--- src/rtl/pipeline_stall_ctrl_pkg.sv ---
// Shared definitions for the pipeline stall controller: opcodes, FSM states
// and the opcode-class helper used by the load-use compare.
package pipeline_stall_ctrl_pkg;

    localparam logic [5:0] OP_RTYPE = 6'b000000;
    localparam logic [5:0] OP_BEQ   = 6'b000100;
    localparam logic [5:0] OP_SW    = 6'b101011;

    typedef enum logic [1:0] {
        ST_IDLE     = 2'd0,
        ST_RUN      = 2'd1,
        ST_MEM_WAIT = 2'd2,
        ST_ERROR    = 2'd3
    } state_t;

    // Instructions that read rt as a source (R-type, beq, sw store data).
    function automatic logic uses_rt(input logic [5:0] op);
        return (op == OP_RTYPE) || (op == OP_BEQ) || (op == OP_SW);
    endfunction

endpackage

--- src/rtl/pipeline_stall_ctrl_hazard_detect.sv ---
// Combinational load-use hazard compare between the lw in EX and the
// instruction in ID.
module hazard_detect
    import pipeline_stall_ctrl_pkg::*;
(
    input  logic [5:0] ifid_op_i,
    input  logic [4:0] ifid_rs_i,
    input  logic [4:0] ifid_rt_i,
    input  logic       idex_memread_i,
    input  logic [4:0] idex_rt_i,
    output logic       stall_o
);

    always_comb begin
        stall_o = idex_memread_i && (idex_rt_i != 5'd0) &&
                  ((idex_rt_i == ifid_rs_i) ||
                   (uses_rt(ifid_op_i) && (idex_rt_i == ifid_rt_i)));
    end

endmodule

--- src/rtl/pipeline_stall_ctrl.sv ---
// Pipeline sequencer: FSM, memory wait counter and stall/flush performance
// counters; all pipeline-register enables are combinational from state and inputs.
module pipeline_stall_ctrl
    import pipeline_stall_ctrl_pkg::*;
#(
    parameter int MEM_TIMEOUT = 200,
    parameter int CNT_W       = 8,
    parameter int PERF_W      = 32
) (
    input  logic              clk_i,
    input  logic              rst_i,
    input  logic              start_i,
    input  logic [5:0]        ifid_op_i,
    input  logic [4:0]        ifid_rs_i,
    input  logic [4:0]        ifid_rt_i,
    input  logic              idex_memread_i,
    input  logic [4:0]        idex_rt_i,
    input  logic              branch_taken_i,
    input  logic              jump_i,
    input  logic              exmem_memread_i,
    input  logic              exmem_memwrite_i,
    input  logic              mem_ack_i,
    output logic              mem_req_o,
    output logic              pc_write_o,
    output logic              ifid_write_o,
    output logic              ifid_flush_o,
    output logic              idex_write_o,
    output logic              idex_bubble_o,
    output logic              exmem_write_o,
    output logic              memwb_bubble_o,
    output logic              mem_timeout_o,
    output logic [PERF_W-1:0] stall_cnt_o,
    output logic [PERF_W-1:0] flush_cnt_o
);

    state_t              state_q, state_d;
    logic [CNT_W-1:0]    wcnt_q, wcnt_d;
    logic                timeout_q, timeout_d;
    logic [PERF_W-1:0]   stall_cnt_q, stall_cnt_d;
    logic [PERF_W-1:0]   flush_cnt_q, flush_cnt_d;

    logic load_use;
    logic mem_access;
    logic freeze;
    logic advance;

    function automatic logic [PERF_W-1:0] sat_inc(input logic [PERF_W-1:0] v);
        return (&v) ? v : v + 1'b1;
    endfunction

    hazard_detect u_hazard_detect (
        .ifid_op_i      (ifid_op_i),
        .ifid_rs_i      (ifid_rs_i),
        .ifid_rt_i      (ifid_rt_i),
        .idex_memread_i (idex_memread_i),
        .idex_rt_i      (idex_rt_i),
        .stall_o        (load_use)
    );

    assign mem_access = exmem_memread_i | exmem_memwrite_i;

    // Next state and the freeze/advance decision for this cycle.
    always_comb begin
        state_d   = state_q;
        wcnt_d    = wcnt_q;
        timeout_d = timeout_q;
        freeze    = 1'b0;
        advance   = 1'b0;
        mem_req_o = 1'b0;
        case (state_q)
            ST_IDLE: begin
                if (start_i) state_d = ST_RUN;
            end
            ST_RUN: begin
                mem_req_o = mem_access;
                if (mem_access && !mem_ack_i) begin
                    freeze  = 1'b1;
                    state_d = ST_MEM_WAIT;
                    wcnt_d  = CNT_W'(1);
                end else begin
                    advance = 1'b1;
                end
            end
            ST_MEM_WAIT: begin
                mem_req_o = 1'b1;
                if (mem_ack_i) begin
                    advance = 1'b1;
                    state_d = ST_RUN;
                end else begin
                    freeze = 1'b1;
                    if (wcnt_q == MEM_TIMEOUT[CNT_W-1:0]) begin
                        state_d   = ST_ERROR;
                        timeout_d = 1'b1;
                    end else begin
                        wcnt_d = wcnt_q + 1'b1;
                    end
                end
            end
            default: ;
        endcase
    end

    // Load-use outranks a taken branch/jump; a frozen pipeline ignores both.
    always_comb begin
        pc_write_o     = advance && !load_use;
        ifid_write_o   = advance && !load_use;
        idex_write_o   = advance;
        exmem_write_o  = advance;
        idex_bubble_o  = advance && load_use;
        ifid_flush_o   = advance && !load_use && (branch_taken_i || jump_i);
        memwb_bubble_o = freeze;
    end

    always_comb begin
        stall_cnt_d = stall_cnt_q;
        flush_cnt_d = flush_cnt_q;
        if ((freeze || advance) && !pc_write_o) stall_cnt_d = sat_inc(stall_cnt_q);
        if (ifid_flush_o) flush_cnt_d = sat_inc(flush_cnt_q);
    end

    always_ff @(posedge clk_i) begin
        if (rst_i) begin
            state_q     <= ST_IDLE;
            wcnt_q      <= '0;
            timeout_q   <= 1'b0;
            stall_cnt_q <= '0;
            flush_cnt_q <= '0;
        end else begin
            state_q     <= state_d;
            wcnt_q      <= wcnt_d;
            timeout_q   <= timeout_d;
            stall_cnt_q <= stall_cnt_d;
            flush_cnt_q <= flush_cnt_d;
        end
    end

    assign mem_timeout_o = timeout_q;
    assign stall_cnt_o   = stall_cnt_q;
    assign flush_cnt_o   = flush_cnt_q;

endmodule

--- config.mk ---
export PLATFORM = sky130hd
export DESIGN_NAME = pipeline_stall_ctrl
export DESIGN_NICKNAME = d
export VERILOG_FILES = /design/src/rtl/pipeline_stall_ctrl_pkg.sv /design/src/rtl/pipeline_stall_ctrl_hazard_detect.sv /design/src/rtl/pipeline_stall_ctrl.sv
export SDC_FILE = /design/constraint.sdc
export NUM_CORES = 1
export LEC_CHECK = 0
export CORE_ASPECT_RATIO = 1.1
export CORE_UTILIZATION = 54
export CTS_CLUSTER_DIAMETER = 50
export DETAILED_ROUTE_END_ITERATION = 8
export GPL_TIMING_DRIVEN = 0
export PLACE_DENSITY = 0.87
export SETUP_SLACK_MARGIN = 0.15
export SLEW_MARGIN = 20
export SYNTH_ARGS = -nofsm -noshare
export SYNTH_HDL_FRONTEND = slang
export SYNTH_SLANG_ARGS = --single-unit
--- constraint.sdc ---
create_clock -name clk_i -period 7.01 [get_ports clk_i]
set_input_delay 1.402 -clock clk_i [delete_from_list [all_inputs] [get_ports clk_i]]
set_output_delay 1.402 -clock clk_i [all_outputs]
set_load 0.01 [all_outputs]
==> impl_metrics.ini <==
[worst_setup_path]
path_class = in -> out
worstPathCellList = clkdlybuf4s50_1, or4_1, o21ai_2, and4b_4, nor3b_1, buf_2, buf_2, and2_1, clkdlybuf4s50_1
cp-start-kind = input pin
worstReg2RegEnd = flush_cnt_o[29]$_SDFFE_PP0P_
r2r-start = state_q[0]$_SDFFE_PP0P_
cp.required_ns = 5.61
r2r_cells = 9
regToRegSetupSlack_ns = 4.01
crit_path_end_kind = primary output
worstPathMaxFanout = 11
slowest_stage = or4_1
startpoint = idex_rt_i[0]
critPathTopFamily = buffers and inverters
slowest_delay_ns = 0.56
worst-path-buf-inv = 4
arrival_ns = 4.50

[global_routing]
antenna_found_initial = 0
gr-usage-met1_pct = 34.88
grt_pass1_wl_um = 19490
gr-usage-all-layers_pct = 29.66
grt_overflow_total = 0
use_met2_pct = 51.77
grt_pass1_vias = 4248
grtUsageMet3_pct = 4.974
busiest_layer = met2
grt_max_degree = 15

[outcome]
outcome = finished, violations left
violations = design-rule violations

[clock_tree]
numCtsBuffers = 9
clkLatencyLatePin_ns = 0.36
cts_num_sinks = 75
cts_setup_buffers = 0
root_buffer = clkbuf_8
cts_hold_buf = 0
clock_path_buffers = 2
ctsResizeCount = 0
cts_tree = built
path_clk_slew_ns = 0.08
h-tree-depth = 3

[logic_synthesis]
async_flop_share_pct = 0
yosysSeqAreaShare_pct = 34.81
ys_ff_latch = 75
syn-num-nets = 565
synthDistinctLibCells = 50
yosys_warnings = 0
synth-edff-count = 0
netlist_instances = 526
synth.avg_cell_area_um2 = 8.199
ys.flop_type = dfxtp_1
synth_area_um2 = 4313

[timing]
hold_viol = 0
holdWs_ns = 0.4706
post-route-min-period_ns = 5.902
fin_worst_skew_ns = 0.01094
final.setup.worst_slack_ns = 1.108
fmax_mhz = 169.4
setup_tns_ns = 0
setup_violations = 0
post-route-period-util_pct = 84.19
slew_violations = 0
rsz0062_at_grt = no
tightest_slew_ns = 0.6559
relSlewSlack_pct = 55.91

[floorplanning]
io_pins = 103
fp-row-count = 33
core_area_um2 = 7597
die_h_um = 95.73
die-area_um2 = 8349
start_util_pct = 56.77
dieWidth_um = 87.21

[placed_design]
pre_cts_slack_ns = 1.101
place.port_buffers = 102
place_inst = 733
routabilityCongestion = 0.9309
post_dp_cell_area_um2 = 5465
hpwl_um = 8822

[layout]
fill_cells = 600
final-seq-area_um2 = 1501
diodes = 0
final_cells = 749
final_util_pct = 74.98
drive_gt1_share_pct = 9.317
nNetsFinal = 678
multiInputGateArea_um2 = 2638
synthToLayoutAreaGrowth_pct = 32.09
fin_area_um2 = 5697

[routing]
wl_per_cell_um = 16.14
via_per_inst = 6.216
vias = 4656
first_pass_iters = 7
drt-total-wl_um = 12090
ant_nets = 0
drt_iter0_markers = 313
drc = 1

[pwr]
ir_drop_mv = 0.1117
p_total_mw = 0.9518
pwr_density_cell_nw_per_um2 = 167.1
p_leak_nw = 1.846

[min_path]
timing.hold.worst_endpoint = mem_timeout_o$_SDFFE_PP0P_
hold_path.startpoint = mem_timeout_o$_SDFFE_PP0P_
holdCritPathClass = reg -> reg
holdPathStages = 2

[run]
drv_cap = 0
-- sequential cells by signal, summed over array words and instances, names as in the netlist --
register and flops:
flush_cnt_o 32, stall_cnt_o 32, state_q 2, mem_timeout_o 1, wcnt_q 8
-- area by class of cell --
| class | instances | share of cell area, % |
|---|---|---|
| multi-input combinational | 412 | 46.30 |
| sequential | 75 | 26.36 |
| timing repair buffer | 102 | 17.92 |
| clock buffer | 10 | 2.416 |
| buffer | 29 | 2.394 |
| tap | 105 | 2.306 |
| clock inverter | 6 | 1.647 |
| inverter | 10 | 0.6589 |
-- logic make-up (layout without fill, tap and decap cells) --
| kind of cell | count (synthesis) | after routing | share of synthesized area (%) |
|---|---|---|---|
| adders and majority gates | 9 | 9 | 2.611 |
| AOI/OAI and AO/OA | 96 | 96 | 13.81 |
| and+or+nand+nor | 265 | 265 | 34.87 |
| xor gates and xnor gates | 18 | 18 | 3.655 |
| DFF | 75 | 75 | 34.81 |
| muxes | 24 | 24 | 6.208 |
| buffers and inverters | 39 | 157 | 4.032 |
-- worst reg2reg max path: cells and delay by family (launching register included) --
family	cells	cell delay, ns
AOI/OAI and AO/OA	2	0.51
adders and majority gates	1	0.37
buffers and inverters	2	0.49
DFF	1	0.40
and+or+nand+nor	4	1.17
-- worst max path at each step --
stage / endpoint / slack, ns / cells past startpoint
5_1_grt: ifid_flush_o / 0.95 / 9
3_3_place_gp: ifid_flush_o / 1.13 / 9
6_report: ifid_flush_o / 1.11 / 9
4_1_cts: ifid_flush_o / 1.09 / 9
3_5_place_dp: ifid_flush_o / 1.10 / 9
2_1_floorplan: ifid_flush_o / 2.45 / 7
-- metal layers --
layer / routed length (um) / vias up
met5: 0 / -
met4: 328 / 0
met3: 1087 / 32
met2: 5863 / 251
met1: 4813 / 2185
li1: - / 2188
-- layout by cell type, fill, tap and decap left out, types with 3 or more instances in the layout --
| cell type | Yosys | routed |
|---|---|---|
| xnor2_1 | 6 | 6 |
| or3_1 | 15 | 15 |
| o21bai_1 | 3 | 3 |
| nor2_1 | 49 | 49 |
| clkbuf_8 | 0 | 10 |
| clkbuf_1 | 20 | 20 |
| clkdlybuf4s50_1 | 0 | 102 |
| nor3_1 | 8 | 8 |
| nand3_1 | 14 | 14 |
| or2_2 | 6 | 6 |
| and2_1 | 6 | 6 |
| buf_2 | 4 | 4 |
| mux2_2 | 22 | 22 |
| and3_1 | 7 | 7 |
| dfxtp_1 | 75 | 75 |
| nand2b_1 | 7 | 7 |
| and4_1 | 4 | 4 |
| xor2_1 | 12 | 12 |
| nand3b_1 | 3 | 3 |
| inv_1 | 10 | 10 |
| nand2_1 | 33 | 33 |
| nand4_1 | 33 | 33 |
| inv_6 | 0 | 3 |
| ha_1 | 9 | 9 |
| nor4_1 | 22 | 22 |
| o21ai_0 | 19 | 19 |
| a21oi_1 | 38 | 38 |
| nor2b_1 | 22 | 22 |
| or4_1 | 25 | 25 |
| o21a_1 | 4 | 4 |
| o31ai_1 | 21 | 21 |
-- synthesized netlist by cell type (2+ instances only) --
library cell	instances	area share (%)
mux2i_1	2	0.46
nor2b_1	22	3.2
o31a_1	2	0.41
ha_1	9	2.6
dfxtp_1	75	35
buf_4	2	0.35
and3_1	7	1.0
clkbuf_1	20	1.7
or2_2	6	0.87
o31ai_1	21	3.7
xor2_1	12	2.4
mux2_2	22	5.7
o21bai_1	3	0.52
nand4b_1	2	0.41
nand2_1	33	2.9
xnor2_1	6	1.2
or3_1	15	2.2
nor2_1	49	4.3
inv_1	10	0.87
nor4_1	22	3.2
nand3b_1	3	0.52
a21oi_1	38	4.4
and2_1	6	0.87
nor3b_1	2	0.35
nand4_1	33	4.8
o21ba_2	2	0.46
nand2b_1	7	1.0
o21a_1	4	0.70
or4_1	25	4.4
o21ai_0	19	2.2
nor3_1	8	0.93
nand3_1	14	1.6
and4_1	4	0.81
buf_6	2	0.52
buf_2	4	0.46
-- power by group --
part	internal [mW]	switching (mW)	total (mW)
Clock	0.214	0.176	0.390
Combinational	0.0563	0.0690	0.125
Sequential	0.430	0.00585	0.436
(Power assumes the default switching activity.)
